File: src/rtl/sys_defs.sv
// Shared definitions for the pipelined ALU/branch functional unit.
package sys_defs;

  typedef enum logic [4:0] {
    AluAdd    = 5'd0,
    AluSub    = 5'd1,
    AluAnd    = 5'd2,
    AluOr     = 5'd3,
    AluXor    = 5'd4,
    AluSlt    = 5'd5,
    AluSltu   = 5'd6,
    AluSll    = 5'd7,
    AluSrl    = 5'd8,
    AluSra    = 5'd9,
    AluMul    = 5'd10,
    AluMulh   = 5'd11,
    AluMulhsu = 5'd12,
    AluMulhu  = 5'd13
  } ALU_FUNC;

  localparam logic [31:0] ALU_DEFAULT_RESULT = 32'hfacebeec;

  function automatic logic is_mul_func(ALU_FUNC f);
    return f inside {AluMul, AluMulh, AluMulhsu, AluMulhu};
  endfunction

endpackage

File: src/rtl/fu_alu_compute.sv
// Combinational ALU and branch-condition evaluation at the head of the pipe.
// Multiply funcs fall through to the default result; the pipe overrides them when enabled.
module fu_alu_compute
  import sys_defs::*;
#(
  parameter int unsigned XLEN = 32
) (
  input  logic [XLEN-1:0] opa,
  input  logic [XLEN-1:0] opb,
  input  logic [XLEN-1:0] rs1,
  input  logic [XLEN-1:0] rs2,
  input  ALU_FUNC         func,
  input  logic [2:0]      br_func,
  input  logic            cond_branch,
  input  logic            uncond_branch,
  output logic [XLEN-1:0] result,
  output logic            take_branch
);

  localparam int unsigned ShW = $clog2(XLEN);

  logic [ShW-1:0] shamt;
  logic           cond;

  assign shamt = opb[ShW-1:0];

  always_comb begin
    result = XLEN'(ALU_DEFAULT_RESULT);
    case (func)
      AluAdd:  result = opa + opb;
      AluSub:  result = opa - opb;
      AluAnd:  result = opa & opb;
      AluOr:   result = opa | opb;
      AluXor:  result = opa ^ opb;
      AluSlt:  result = {{(XLEN-1){1'b0}}, $signed(opa) < $signed(opb)};
      AluSltu: result = {{(XLEN-1){1'b0}}, opa < opb};
      AluSll:  result = opa << shamt;
      AluSrl:  result = opa >> shamt;
      AluSra:  result = $unsigned($signed(opa) >>> shamt);
      default: ;
    endcase
  end

  always_comb begin
    cond = 1'b0;
    case (br_func)
      3'b000:  cond = (rs1 == rs2);
      3'b001:  cond = (rs1 != rs2);
      3'b100:  cond = ($signed(rs1) < $signed(rs2));
      3'b101:  cond = ($signed(rs1) >= $signed(rs2));
      3'b110:  cond = (rs1 < rs2);
      3'b111:  cond = (rs1 >= rs2);
      default: cond = 1'b0;
    endcase
  end

  assign take_branch = uncond_branch | (cond_branch & cond);

endmodule

File: src/rtl/fu_alu_pipe.sv
// Elastic, fixed-latency ALU/branch functional unit with squash and per-op tag.
// Define FU_ALU_MUL_EN to add MUL/MULH/MULHSU/MULHU (multiply finishes in stage 1).
module fu_alu_pipe
  import sys_defs::*;
#(
  parameter int unsigned XLEN   = 32,
  parameter int unsigned STAGES = 2,
  parameter int unsigned TAG_W  = 6
) (
  input  logic             clock,
  input  logic             reset,
  input  logic             in_valid,
  output logic             in_ready,
  input  logic [XLEN-1:0]  in_opa,
  input  logic [XLEN-1:0]  in_opb,
  input  logic [XLEN-1:0]  in_rs1,
  input  logic [XLEN-1:0]  in_rs2,
  input  ALU_FUNC          in_func,
  input  logic [2:0]       in_br_func,
  input  logic             in_cond_branch,
  input  logic             in_uncond_branch,
  input  logic [TAG_W-1:0] in_tag,
  input  logic             squash,
  output logic             out_valid,
  input  logic             out_ready,
  output logic [XLEN-1:0]  out_result,
  output logic             out_take_branch,
  output logic [TAG_W-1:0] out_tag
);

  typedef struct packed {
    logic             valid;
    logic [XLEN-1:0]  result;
    logic             take_branch;
    logic [TAG_W-1:0] tag;
  } FU_ALU_STAGE_PACKET;

  if (XLEN < 8) begin : g_bad_xlen
    $error("fu_alu_pipe: XLEN must be at least 8");
  end
  if (STAGES < 1 || STAGES > 8) begin : g_bad_stages
    $error("fu_alu_pipe: STAGES must be in 1..8");
  end

  FU_ALU_STAGE_PACKET stage_q [STAGES];
  FU_ALU_STAGE_PACKET src     [STAGES];
  logic [STAGES-1:0]  rdy;
  logic [XLEN-1:0]    comp_result;
  logic               comp_take;
  logic               accept;

  fu_alu_compute #(
    .XLEN (XLEN)
  ) u_compute (
    .opa           (in_opa),
    .opb           (in_opb),
    .rs1           (in_rs1),
    .rs2           (in_rs2),
    .func          (in_func),
    .br_func       (in_br_func),
    .cond_branch   (in_cond_branch),
    .uncond_branch (in_uncond_branch),
    .result        (comp_result),
    .take_branch   (comp_take)
  );

  // A stage is ready when it or any stage downstream of it has room.
  always_comb begin
    logic room;
    room = out_ready;
    rdy  = '0;
    for (int i = int'(STAGES) - 1; i >= 0; i--) begin
      room   = room || !stage_q[i].valid;
      rdy[i] = room;
    end
  end

  assign in_ready = rdy[0];
  assign accept   = in_valid && rdy[0] && !squash;

`ifdef FU_ALU_MUL_EN
  if (STAGES < 2) begin : g_bad_mul_stages
    $error("fu_alu_pipe: FU_ALU_MUL_EN needs STAGES >= 2");
  end

  logic            mul_q;
  logic            mul_hi_q;
  logic [XLEN:0]   mul_a_q;
  logic [XLEN:0]   mul_b_q;
  logic [2*XLEN-1:0] mul_a_ext;
  logic [2*XLEN-1:0] mul_b_ext;
  logic [2*XLEN-1:0] mul_prod;

  // Operands carry an explicit sign bit so one unsigned multiplier covers all signedness mixes.
  always_ff @(posedge clock) begin
    if (reset) begin
      mul_q    <= 1'b0;
      mul_hi_q <= 1'b0;
      mul_a_q  <= '0;
      mul_b_q  <= '0;
    end else if (accept) begin
      mul_q    <= is_mul_func(in_func);
      mul_hi_q <= (in_func != AluMul);
      mul_a_q  <= {(in_func inside {AluMulh, AluMulhsu}) & in_opa[XLEN-1], in_opa};
      mul_b_q  <= {(in_func == AluMulh) & in_opb[XLEN-1], in_opb};
    end
  end

  assign mul_a_ext = {{(XLEN-1){mul_a_q[XLEN]}}, mul_a_q};
  assign mul_b_ext = {{(XLEN-1){mul_b_q[XLEN]}}, mul_b_q};
  assign mul_prod  = mul_a_ext * mul_b_ext;
`endif

  always_comb begin
    src[0].valid       = accept;
    src[0].result      = comp_result;
    src[0].take_branch = comp_take;
    src[0].tag         = in_tag;
    for (int i = 1; i < int'(STAGES); i++) begin
      src[i] = stage_q[i-1];
    end
`ifdef FU_ALU_MUL_EN
    if (mul_q) begin
      src[1].result = mul_hi_q ? mul_prod[2*XLEN-1:XLEN] : mul_prod[XLEN-1:0];
    end
`endif
  end

  // Payload only moves with a valid op so idle outputs keep their last value.
  always_ff @(posedge clock) begin
    if (reset) begin
      for (int i = 0; i < int'(STAGES); i++) begin
        stage_q[i] <= '0;
      end
    end else begin
      for (int i = 0; i < int'(STAGES); i++) begin
        if (squash) begin
          stage_q[i].valid <= 1'b0;
        end else if (rdy[i]) begin
          stage_q[i].valid <= src[i].valid;
          if (src[i].valid) begin
            stage_q[i].result      <= src[i].result;
            stage_q[i].take_branch <= src[i].take_branch;
            stage_q[i].tag         <= src[i].tag;
          end
        end
      end
    end
  end

  assign out_valid       = stage_q[STAGES-1].valid;
  assign out_result      = stage_q[STAGES-1].result;
  assign out_take_branch = stage_q[STAGES-1].take_branch;
  assign out_tag         = stage_q[STAGES-1].tag;

endmodule

File: config.mk
export PLATFORM = sky130hd
export DESIGN_NAME = fu_alu_pipe
export DESIGN_NICKNAME = d
export VERILOG_FILES = /design/src/rtl/sys_defs.sv /design/src/rtl/fu_alu_compute.sv /design/src/rtl/fu_alu_pipe.sv
export SDC_FILE = /design/constraint.sdc
export NUM_CORES = 1
export LEC_CHECK = 0
export ABC_AREA = 1
export CAP_MARGIN = 20
export CORE_MARGIN = 5
export CORE_UTILIZATION = 40
export CTS_CLUSTER_DIAMETER = 100
export DETAILED_ROUTE_END_ITERATION = 7
export PLACE_DENSITY_LB_ADDON = 0.05
export SETUP_SLACK_MARGIN = 0.1
export SLEW_MARGIN = 5
export SYNTH_ARGS = -nofsm -noshare
export SYNTH_HDL_FRONTEND = slang
export SYNTH_SLANG_ARGS = --single-unit
File: constraint.sdc
create_clock -name clock -period 4.4 [get_ports clock]
set_input_delay 0.88 -clock clock [delete_from_list [all_inputs] [get_ports clock]]
set_output_delay 0.88 -clock clock [all_outputs]
set_load 0.01 [all_outputs]
==> impl_results.md, run 1 <==
- Synth Cell Area: 13100 µm²
- Peak supply drop: 0.210 mV
- Mean Syn Cell Area: 5.97 µm²
- Starting Density: 0.403
- Sequential-to-total area share from yosys stat: 0.184
- Crit path cell chain: clkdlybuf4s50_1 > inv_1 > ha_1 > buf_4 > nor2_1 > inv_1 > nor2_1 > nand3_1 > o21ai_2 > xor2_1 > nor2_1 > nor3_1 > nor2_1
- Worst min path class: reg2reg
- Final Skew: 0.0181 ns
- Yosys warns: 0
- Max Cap Viol: 0
- Site Rows: 66
- Placeable Area: 32500 µm²
- Period utilisation layout: 0.949
- Boundary pin count: 190
- Syn_nets: 2470
- Post-CTS sizing: 0
- Number of hold buffers added after CTS: 0
- Slowest cell on crit path: clkdlybuf4s50_1
- Share of layout cells above drive strength 1: 0.0644
- Gp weighted congestion: 1.04
- Final wirelength: 63.4 mm
- Finish-stage setup viols: 0
- Worst Path Arrival: 4.24 ns
- Least-Margin Pin Slew: 1.03 ns
- Vias: 16076
- Final hold slack: 0.543 ns
- RSZ-0062 raised after global routing: false
- FMAX: 239 MHz
- Die area: 36400 µm²
- EDFF count, synth: 80
- FF/Latch Area: 2400 µm²
- Post-route ant nets: 0
- Uppermost layer routed: met4
- Post-synthesis cell count: 2190
- Top reg by flops: stage_q
- Worst hold stages: 2
- CTS Sinks: 80
- Multi-input logic area: 9040 µm²
- R2R cell count: 5
- Die Width: 191 µm
- DRC viols: 0
- Htree depth: 3
- Reg2reg end: stage_q[0][5]
- Number of global-route vias before repair: 14881
- Pin count of the biggest net entering global routing: 70
- DR vias/cell: 5.71
- Most frequent cells in the layout: nand2_1, inv_1, nor2_1, o21ai_0, clkdlybuf4s50_1
- Ys flop type: edfxtp_1
- Cts bufs inserted: 9
- Input/output buffers: 189
- P_leak: 7.55 nW
- CTS clk-pin slew, worst paths: 0.07 ns
- Largest regs: stage_q (80)
- Outcome: completed
- Die Ht: 191 µm
- CP endpoint kind: flop
- DR WL met2: 27.8 mm
- Nets: 2650
- Fillers: 3457
- Reg2reg start: stage_q[1][39]
- Cell mode on critical path: nor2_1
- Slew margin rel.: 0.308
- Register bit count reported by yosys: 80
- Clock root buffer: clkbuf_16
- WL/cell: 22.5 µm
- Initial antenna violation count: 2
- Worst path buffer plus inverter count: 4
- TritonRoute pass-1 iters: 6
- Commonest non-fill, non-tap cell in the layout: nand2_1
- Synth unique cells: 52
- Pins Over Slew Limit: 0
- Period minus WS final: 4.18 ns
- Placement Cell Area: 15700 µm²
- DRT met1 WL: 26.8 mm
- CP max stage delay: 0.63 ns
- Startpoint Class: primary input
- Critical path peak fanout: 7
- CTS tree: yes
- Kind of critical path: in2reg
- Hold Path Sink: stage_q[1][14]
- Required time worst endpoint: 4.46 ns
- Setup bufs post-CTS: 0
- Clock Path Buffers: 2
- Async set-reset flop share out of synthesis: 0
- Final HPWL DP: 52.5 mm
- Clk_lat worst skew: 0.36 ns
- Worst path top cell family by delay: simple AND/OR/NAND/NOR gates
- Post-route cell area: 16000 µm²
- Number of diodes: 0
- Met3 routed WL: 5.25 mm
- P&R area growth vs syn: 22.3%
- Flip-flop count of the largest register after layout: 80
- Hold Vio Cnt, Final: 0
- DR iter-0 viols: 1756
- First-pass GRT wire length: 92.6 mm
- GRT overflow: 0
- Pwr dens: 208 nW/µm²
- Reg2Reg Setup Slack: 2.49 ns
- Hold Crit Start: stage_q[0][14]
- All-Layer GR Usage: 0.336
## Yosys cell counts (2+ instances only)
library cell / count / area [µm²]
nand2_2: 2 / 12.5
a211oi_2: 5 / 62.6
mux2i_1: 9 / 90.1
nor2_1: 259 / 972
o221ai_1: 7 / 61.3
inv_2: 12 / 45.0
a21o_1: 9 / 67.6
nand3_1: 139 / 696
nor2_4: 4 / 45.0
nor4_1: 5 / 31.3
a21oi_1: 167 / 836
nand3b_1: 5 / 37.5
inv_1: 287 / 1080
buf_2: 48 / 240
o21ai_2: 4 / 35.0
edfxtp_1: 80 / 2400
buf_4: 6 / 45.0
o211ai_1: 18 / 135
or2_1: 2 / 12.5
buf_6: 7 / 78.8
nor3_1: 30 / 150
fa_1: 2 / 40.0
o21a_1: 20 / 150
a21oi_2: 5 / 43.8
a21boi_0: 2 / 15.0
o22ai_1: 15 / 93.8
clkbuf_1: 23 / 86.3
o21ai_1: 45 / 225
nor2_2: 6 / 37.5
ha_1: 129 / 1610
and2_1: 2 / 12.5
a31oi_1: 4 / 25.0
xor2_1: 2 / 17.5
nand4_1: 24 / 150
nand2_1: 557 / 2090
or2_2: 6 / 37.5
o21ai_0: 195 / 976
a211oi_1: 5 / 37.5
o21bai_1: 9 / 67.6
a221oi_1: 6 / 52.6
buf_1: 12 / 45.0
o2111ai_1: 2 / 17.5
clkbuf_2: 5 / 25.0
## cells by family after synthesis
| group | after synthesis | share of synthesized area |
|---|---|---|
| compound gates | 521 | 0.225 |
| xor+xnor | 3 | 0.00201 |
| fa+ha+maj | 131 | 0.126 |
| buf+inv | 402 | 0.126 |
| flops | 80 | 0.184 |
| mux | 9 | 0.00689 |
| simple gates | 1044 | 0.330 |
## worst reg2reg max path, stage by stage (launching register included)
cell	delay, ns
edfxtp_1	0.39
inv_1	0.07
nor2_1	0.05
nand2_1	0.12
nand3b_1	0.13
nand2_2	0.77
## cell type report
| cell class | count | share of cell area |
|---|---|---|
| Tap cell | 442 | 0.0346 |
| Sequential cell | 80 | 0.150 |
| Timing Repair Buffer | 270 | 0.159 |
| Inverter | 301 | 0.0707 |
| Multi-Input combinational cell | 1708 | 0.565 |
| Clock inverter | 7 | 0.00672 |
| Clock buffer | 9 | 0.0141 |
## stage by stage
stage | setup WS, ns | TNS, ns | cells | util | total power, mW
2_1_floorplan | 0.993 | 0 | 2190 | - | 1.78
5_1_grt | 0.251 | 0 | 2817 | 0.493 | 3.49
3_3_place_gp | -0.0884 | -0.0884 | 2801 | 0.483 | 2.43
3_5_place_dp | 0.00481 | 0 | 2801 | 0.483 | 2.43
4_1_cts | 0.367 | 0 | 2817 | 0.493 | 3.30
6_report | 0.223 | 0 | 2817 | 0.493 | 3.34
## power by group
group | internal (mW) | switching, mW
combinational | 0.538 | 1.01
sequential | 0.899 | 0.0182
clock | 0.510 | 0.363
total | 1.95 | 1.39
## per-layer routing
metal / vias to the layer above / track usage
li1: 7560 / -
met1: 7433 / 0.456
met2: 922 / 0.534
met3: 161 / 0.0392
met4: 0 / 0.158
met5: - / 0
## worst max-delay path by stage
| stage | endpoint | from | slack (ns) | cells past startpoint |
|---|---|---|---|---|
| floorplan | stage_q[0][28] | in_opb[2] | 0.99 | 16 |
| global placement | stage_q[0][23] | in_opa[0] | -0.09 | 14 |
| detailed placement | stage_q[0][23] | in_opa[0] | 0.005 | 14 |
| CTS | stage_q[0][23] | in_opa[0] | 0.37 | 14 |
| global route | stage_q[0][23] | in_opa[15] | 0.25 | 13 |
| finish | stage_q[0][23] | in_opa[15] | 0.22 | 13 |
No activity file was read; power rests on OpenSTA's default activity.
==> run 2, diff against run 1 <==
==> constraint.sdc (replaced) <==
create_clock -name clock -period 4.4 [get_ports clock]
set_input_delay 0.88 -clock clock [delete_from_list [all_inputs] [get_ports clock]]
set_output_delay 0.88 -clock clock [all_outputs]
set_load 0.02 [all_outputs]
==> results of run 2 <==
Same layout as run 1 (identical final DEF). Status: completed.
Main changes from that run: total power 3.34 mW -> 3.35 mW
==> run 3, diff against run 2 <==
--- a/config.mk
+++ b/config.mk
@@ -13,7 +13,7 @@
 export DETAILED_ROUTE_END_ITERATION = 7
 export PLACE_DENSITY_LB_ADDON = 0.05
 export SETUP_SLACK_MARGIN = 0.1
-export SLEW_MARGIN = 5
+export SLEW_MARGIN = 20
 export SYNTH_ARGS = -nofsm -noshare
 export SYNTH_HDL_FRONTEND = slang
 export SYNTH_SLANG_ARGS = --single-unit
==> results of run 3 <==
Same layout as run 1 (identical final DEF). Status: completed.
Main changes from that run: total power 3.34 mW -> 3.35 mW
